**src/rtl/pid_controller_if.sv**
```systemverilog
// ---------------------------------------------------------------------------
// pid_controller_if
// Sample/effort bus between the motor-control loop and the PID controller.
// A new error sample is presented on every clock, so there is no handshake.
//   e_in  : signed 16-bit error sample (driven by the master)
//   u_out : signed 16-bit saturated control effort (driven by the controller)
// Modports:
//   master : the loop side (drives e_in, observes u_out)
//   slave  : the controller side (observes e_in, drives u_out)
// ---------------------------------------------------------------------------
interface pid_controller_if;
    logic signed [15:0] e_in;
    logic signed [15:0] u_out;

    modport master (output e_in, input  u_out);
    modport slave  (input  e_in, output u_out);
endinterface

```
**src/rtl/pid_controller.sv**
```systemverilog
// ---------------------------------------------------------------------------
// pid_controller
// Two-stage pipelined discrete-time PID controller.
//   Stage 1 : clamps the integrator, forms the first difference and
//             registers the sample.
//   Stage 2 : forms KP*e + KI*integ + KD*deriv at full precision, floors it
//             by 2^FRAC and saturates it to 16 bits into the output register.
// A sample taken at edge k shows up on u_out after edge k+1.
// Ports:
//   clk   : system clock, all state updates on the rising edge
//   reset : synchronous active-low reset (0 clears all state)
//   bus   : slave side of pid_controller_if (e_in in, u_out out)
// ---------------------------------------------------------------------------
module pid_controller #(
    parameter logic signed [15:0] KP    = 16'sd256,
    parameter logic signed [15:0] KI    = 16'sd16,
    parameter logic signed [15:0] KD    = 16'sd0,
    parameter int                 FRAC  = 8,
    parameter logic signed [31:0] I_LIM = 32'sd1048576
) (
    input  logic              clk,
    input  logic              reset,
    pid_controller_if.slave   bus
);

    // Clamp bounds at 33 bits so integ + e can be compared before narrowing.
    localparam logic signed [32:0] I_HI = 33'(I_LIM);
    localparam logic signed [32:0] I_LO = -I_HI;

    // Gains sign-extended to the accumulator width.
    localparam logic signed [49:0] KP_X = 50'(KP);
    localparam logic signed [49:0] KI_X = 50'(KI);
    localparam logic signed [49:0] KD_X = 50'(KD);

    localparam logic signed [49:0] U_MAX = 50'sd32767;
    localparam logic signed [49:0] U_MIN = -50'sd32768;

    // Stage-1 registers. e_q doubles as e[n-1] for the next difference.
    logic signed [15:0] e_q;
    logic signed [31:0] integ_q;
    logic signed [16:0] deriv_q;
    logic signed [15:0] u_q;

    // Stage-1 next-state values
    logic signed [32:0] integ_sum;
    logic signed [31:0] integ_d;
    logic signed [16:0] deriv_d;

    // Stage-2 datapath
    logic signed [49:0] sum_d;
    logic signed [49:0] shifted_d;
    logic signed [15:0] u_d;

    always_comb begin
        integ_sum = 33'(integ_q) + 33'(bus.e_in);
        integ_d   = integ_sum[31:0];
        if (integ_sum > I_HI) begin
            integ_d = I_HI[31:0];
        end else if (integ_sum < I_LO) begin
            integ_d = I_LO[31:0];
        end

        // 17 bits holds the full [-65535, +65535] range of the difference.
        deriv_d = 17'(bus.e_in) - 17'(e_q);
    end

    always_comb begin
        // Every product fits in 50 bits, so nothing is lost before the shift.
        sum_d     = KP_X * 50'(e_q) + KI_X * 50'(integ_q) + KD_X * 50'(deriv_q);
        shifted_d = sum_d >>> FRAC;   // arithmetic shift: floor division
        u_d       = shifted_d[15:0];
        if (shifted_d > U_MAX) begin
            u_d = 16'sh7FFF;
        end else if (shifted_d < U_MIN) begin
            u_d = 16'sh8000;
        end
    end

    always_ff @(posedge clk) begin
        if (!reset) begin
            e_q     <= '0;
            integ_q <= '0;
            deriv_q <= '0;
            u_q     <= '0;
        end else begin
            e_q     <= bus.e_in;
            integ_q <= integ_d;
            deriv_q <= deriv_d;
            u_q     <= u_d;
        end
    end

    assign bus.u_out = u_q;

endmodule

```
**src/flat_wrapper.sv**
```systemverilog
// flat-port wrapper written by rule: the top's interface ports become plain ports
module pid_controller_flat 
#(
    parameter logic signed [15:0] KP    = 16'sd256,
    parameter logic signed [15:0] KI    = 16'sd16,
    parameter logic signed [15:0] KD    = 16'sd0,
    parameter int                 FRAC  = 8,
    parameter logic signed [31:0] I_LIM = 32'sd1048576
)
  (clk, reset, bus_e_in, bus_u_out);
  pid_controller_if bus_i ();
  input  logic clk;
  input  logic reset;
  input wire logic [$bits(bus_i.e_in)-1:0] bus_e_in;
  output wire logic [$bits(bus_i.u_out)-1:0] bus_u_out;
  assign bus_i.e_in = bus_e_in;
  assign bus_u_out = bus_i.u_out;
  pid_controller #(.KP(KP), .KI(KI), .KD(KD), .FRAC(FRAC), .I_LIM(I_LIM)) u_core (.clk(clk), .reset(reset), .bus(bus_i));
endmodule
```
**config.mk**
```make
export PLATFORM = sky130hd
export DESIGN_NAME = pid_controller_flat
export DESIGN_NICKNAME = d
export VERILOG_FILES = /design/src/rtl/pid_controller_if.sv /design/src/rtl/pid_controller.sv /design/src/flat_wrapper.sv
export SDC_FILE = /design/constraint.sdc
export NUM_CORES = 1
export LEC_CHECK = 0
export CORE_MARGIN = 8
export CORE_UTILIZATION = 31
export CTS_CLUSTER_SIZE = 25
export DETAILED_ROUTE_END_ITERATION = 10
export PLACE_DENSITY_LB_ADDON = 0.05
export SYNTH_ARGS = -nofsm -noshare
export SYNTH_HDL_FRONTEND = slang
export SYNTH_SLANG_ARGS = --single-unit
```
**constraint.sdc**
```tcl
create_clock -name clk -period 4.2 [get_ports clk]
set_input_delay 0.84 -clock clk [delete_from_list [all_inputs] [get_ports clk]]
set_output_delay 0.84 -clock clk [all_outputs]
set_load 0.1 [all_outputs]
```
==> flow_summary_export.csv <==
group,metric,value,unit
sta,finalCritPeriodShare,96.8,%
synthesis,synthFlopType,"dfxtp_1",
layout,finalNetCount,926,
synthesis,synth-async-reset-ratio,0,%
layout,regArea,0.00128,mm²
floorplanning,ios,34,
clock_network,clock-sinks,64,
floorplanning,coreArea,0.0178,mm²
synthesis,ys_ff_latch,64,
power_and_ir_drop,pwr_density_cell,389,mW/mm²
synthesis,synth_cells,702,
synthesis,ys.warnings.count,0,
clock_network,clk_latency,0.34,ns
floorplanning,initial_core_util,31.4,%
clock_network,cts_tree,"built",
synthesis,synthTopCellsByArea,"dfxtp_1, ha_1, a21oi_1",
detailed_routing,drcViolationCount,0,
place,placedCellCount,1061,
critical_path,reg2reg_from,"u_core.integ_q[4]",
clock_network,clockRootBuffer,"clkbuf_16",
synthesis,synth.yosys.seq_area_share,23.0,%
sta,slew_headroom,34.0,%
critical_path,path_buf_inv,3,
run_status,status,"completed",
floorplanning,num_rows,49,
critical_path,end_kind,"flip-flop",
critical_path,cp.arrival,4.34,ns
critical_path,crit_path_top_delay_cell,"or3b_4",
hold_path,hold_depth,2,
critical_path,setup.worst_path.start,"bus_e_in[15]",
critical_path,worstSetupPathType,"in -> reg",
grt,grt_max_degree,23,
synthesis,ys_types,71,
detailed_routing,drt_iter0_drc,274,
detailed_routing,num_vias,5711,
place,io_buffer_count,33,
grt,grt_pass1_wl,30000,µm
layout,layout_commonest_cell,"buf_4",
layout,fin_cells,1080,
sta,setup_tns,0,ns
sta,skew,0.00840,ns
synthesis,syn-num-nets,782,
floorplanning,fp.dieArea,0.0225,mm²
sta,hold_slack,0.587,ns
clock_network,clk_pin_slew,0.06,ns
layout,n_fill_cell,1821,
critical_path,crit_chain,"clkdlybuf4s50_1, buf_4, ha_1, and4_1, and2_1, o2bb2ai_1, a211oi_4, xnor2_1, or3_1, or3b_4, a2111oi_4, a31oi_4, buf_12, nor3_4",
hold_path,hold_path_end,"u_core.bus.u_out[0]",
layout,syn2layout_area_growth,36.0,%
layout,multi_input_area,0.00423,mm²
place,dp_slack,-0.689,ns
sta,slew_violations,0,
job,maxCapViolCount,0,
critical_path,cp_top_family,"simple AND/OR/NAND/NOR gates",
synthesis,post-synth-top-area-cell,"dfxtp_1",
sta,setup_ws,0.132,ns
layout,final_layout_size_suffix_gt1_share,24.2,%
detailed_routing,routed_wl,18800,µm
detailed_routing,drt_pass1_iterations,5,
critical_path,required,4.47,ns
hold_path,hold_start,"u_core.e_q[0]",
detailed_routing,wire_per_inst,17.4,µm
power_and_ir_drop,vdd_ir_drop_max,303,µV
grt,antenna_found_initial,0,
grt,grt-ovfl-total,0,
synthesis,syn_area,0.00557,mm²
clock_network,cts_hold_buf,0,
sta,finalHoldViolCount,0,
sta,setup_viol_count_final,0,
critical_path,reg2reg_to,"u_core.bus.u_out[2]",
detailed_routing,drtAntennaViolNets,0,
sta,fmax,246,MHz
layout,final_cell_mix,"buf_4, a21oi_1, nand2_1",
sta,worst_slew_pin_slew,0.987,ns
critical_path,reg2regPathDepth,14,
sta,fin_crit,4.07,ns
critical_path,r2r_slack,0.29,ns
synthesis,synth_top_area_share,23.0,%
detailed_routing,routed_via_density,5.29,
critical_path,worstPathMaxFanout,11,
hold_path,hold_path_class,"reg -> reg",
floorplanning,dieHeight,150,µm
critical_path,start_kind,"input port",
synthesis,syn_avg_cell_area,7.94,µm²
clock_network,tritoncts.num_buffers,9,
clock_network,h-tree-depth,3,
grt,grtUsageTotal,16.9,%
floorplanning,die_w,150,µm
power_and_ir_drop,power_leakage,3.33,nW
place,place.gp.congestion,0.858,
critical_path,critPathMaxStageDelay,0.42,ns
layout,num_antenna_cells,0,
synthesis,synth_edf_count,0,
grt,grt_pass1_vias,5794,
clock_network,clk_path_buf_depth,2,
place,hpwl,15300,µm
[power by group]
part	switching [mW]	internal [mW]	total [mW]
Sequential	0.0418	0.684	0.726
Combinational	0.862	0.526	1.39
Clock	0.310	0.526	0.836
Total	1.21	1.74	2.95
[cell families (layout without fill, tap and decap cells)]
logic type / Yosys count / count (layout) / synth area share, %
AOI/OAI and AO/OA: 231 / 231 / 27.7
xor gates and xnor gates: 43 / 43 / 6.76
adders and majority gates: 62 / 62 / 14.2
buffers and inverters: 49 / 198 / 3.88
DFF: 64 / 64 / 23.0
muxes: 5 / 5 / 0.898
and+or+nand+nor: 248 / 248 / 23.5
[how the worst max path moves through the flow]
stage                    endpoint  slack, ns  cells after the start
2_1_floorplan  u_core.integ_q[19]       0.32                     14
3_3_place_gp   u_core.integ_q[19]      -0.49                     16
3_5_place_dp   u_core.integ_q[19]      -0.69                     16
4_1_cts        u_core.integ_q[19]      0.006                     17
5_1_grt        u_core.integ_q[19]      -0.03                     15
6_report       u_core.integ_q[19]       0.13                     14
[flip-flops by register name, summed over array words and instances (netlist names)]
signal	count
u_core.integ_q	32
u_core.e_q	16
u_core.bus.u_out	16
[cells in the mapped netlist, types with 4 or more instances]
cell type,number
nand4_1,23
nor2b_2,6
a21oi_1,75
nand3_1,18
mux2i_1,5
xnor2_1,27
o21a_1,11
a211oi_1,16
a221oi_1,4
nand2_1,66
buf_2,8
xor2_1,16
a21o_1,28
nor2b_1,10
clkbuf_1,25
or3_1,8
ha_1,60
dfxtp_1,64
nor2_1,36
nor2_2,13
o21ai_0,33
o211ai_1,11
and2_1,18
and3_1,4
inv_1,13
o21bai_1,4
a211o_1,4
nand2b_1,9
nor4_1,4
nor3_1,16
[metrics by stage]
stage	util [%]	area (µm²)	total power, mW
final	42.7	7580	2.95
after detailed placement	39.6	7040	2.07
after CTS	41.7	7420	2.93
after global routing	42.7	7580	3.12
after floorplan	-	5570	1.63
after global placement	39.6	7040	2.07
[per-layer routing]
metal  vias to the layer above  global-route usage, %  share of wire (%)
met2                        92                   26.6                 45
li1                       2902                      -                  -
met3                        28                   1.98                2.7
met4                         0                   7.65                2.8
met5                         -                      0                  0
met1                      2689                   22.9                 49
[layout make-up]
| type | count | area share [%] |
|---|---|---|
| Multi-Input combinational cell | 589 | 55.8 |
| Sequential cell | 64 | 16.9 |
| Timing Repair Buffer | 169 | 18.5 |
| Clock buffer | 9 | 2.97 |
| Tap cell | 229 | 3.78 |
| Inverter | 13 | 0.643 |
| Clock inverter | 7 | 1.35 |
[what timing repair did]
action | in CTS | in global routing
cloned | 0 | 2
setup buffers | 0 | 1
endpoints found under the hold margin | 0 | 0
pin swaps | 2 | 13
gates resized for setup | 10 | 23
endpoints found under the setup margin | 20 | 21
[worst reg2reg max path: stages, from the launching register on]
cell and delay (ns):
dfxtp_1 0.38, ha_1 0.22, inv_1 0.06, fa_1 0.37, nand2b_1 0.19, a21oi_1 0.20
o22ai_1 0.20, o41ai_1 0.43, buf_4 0.20, nand2b_1 0.07, xnor2_1 0.14, nor4_1 0.26
nand4_1 0.13, o41a_1 0.64, a31o_2 0.31
(Power assumes the default switching activity.)
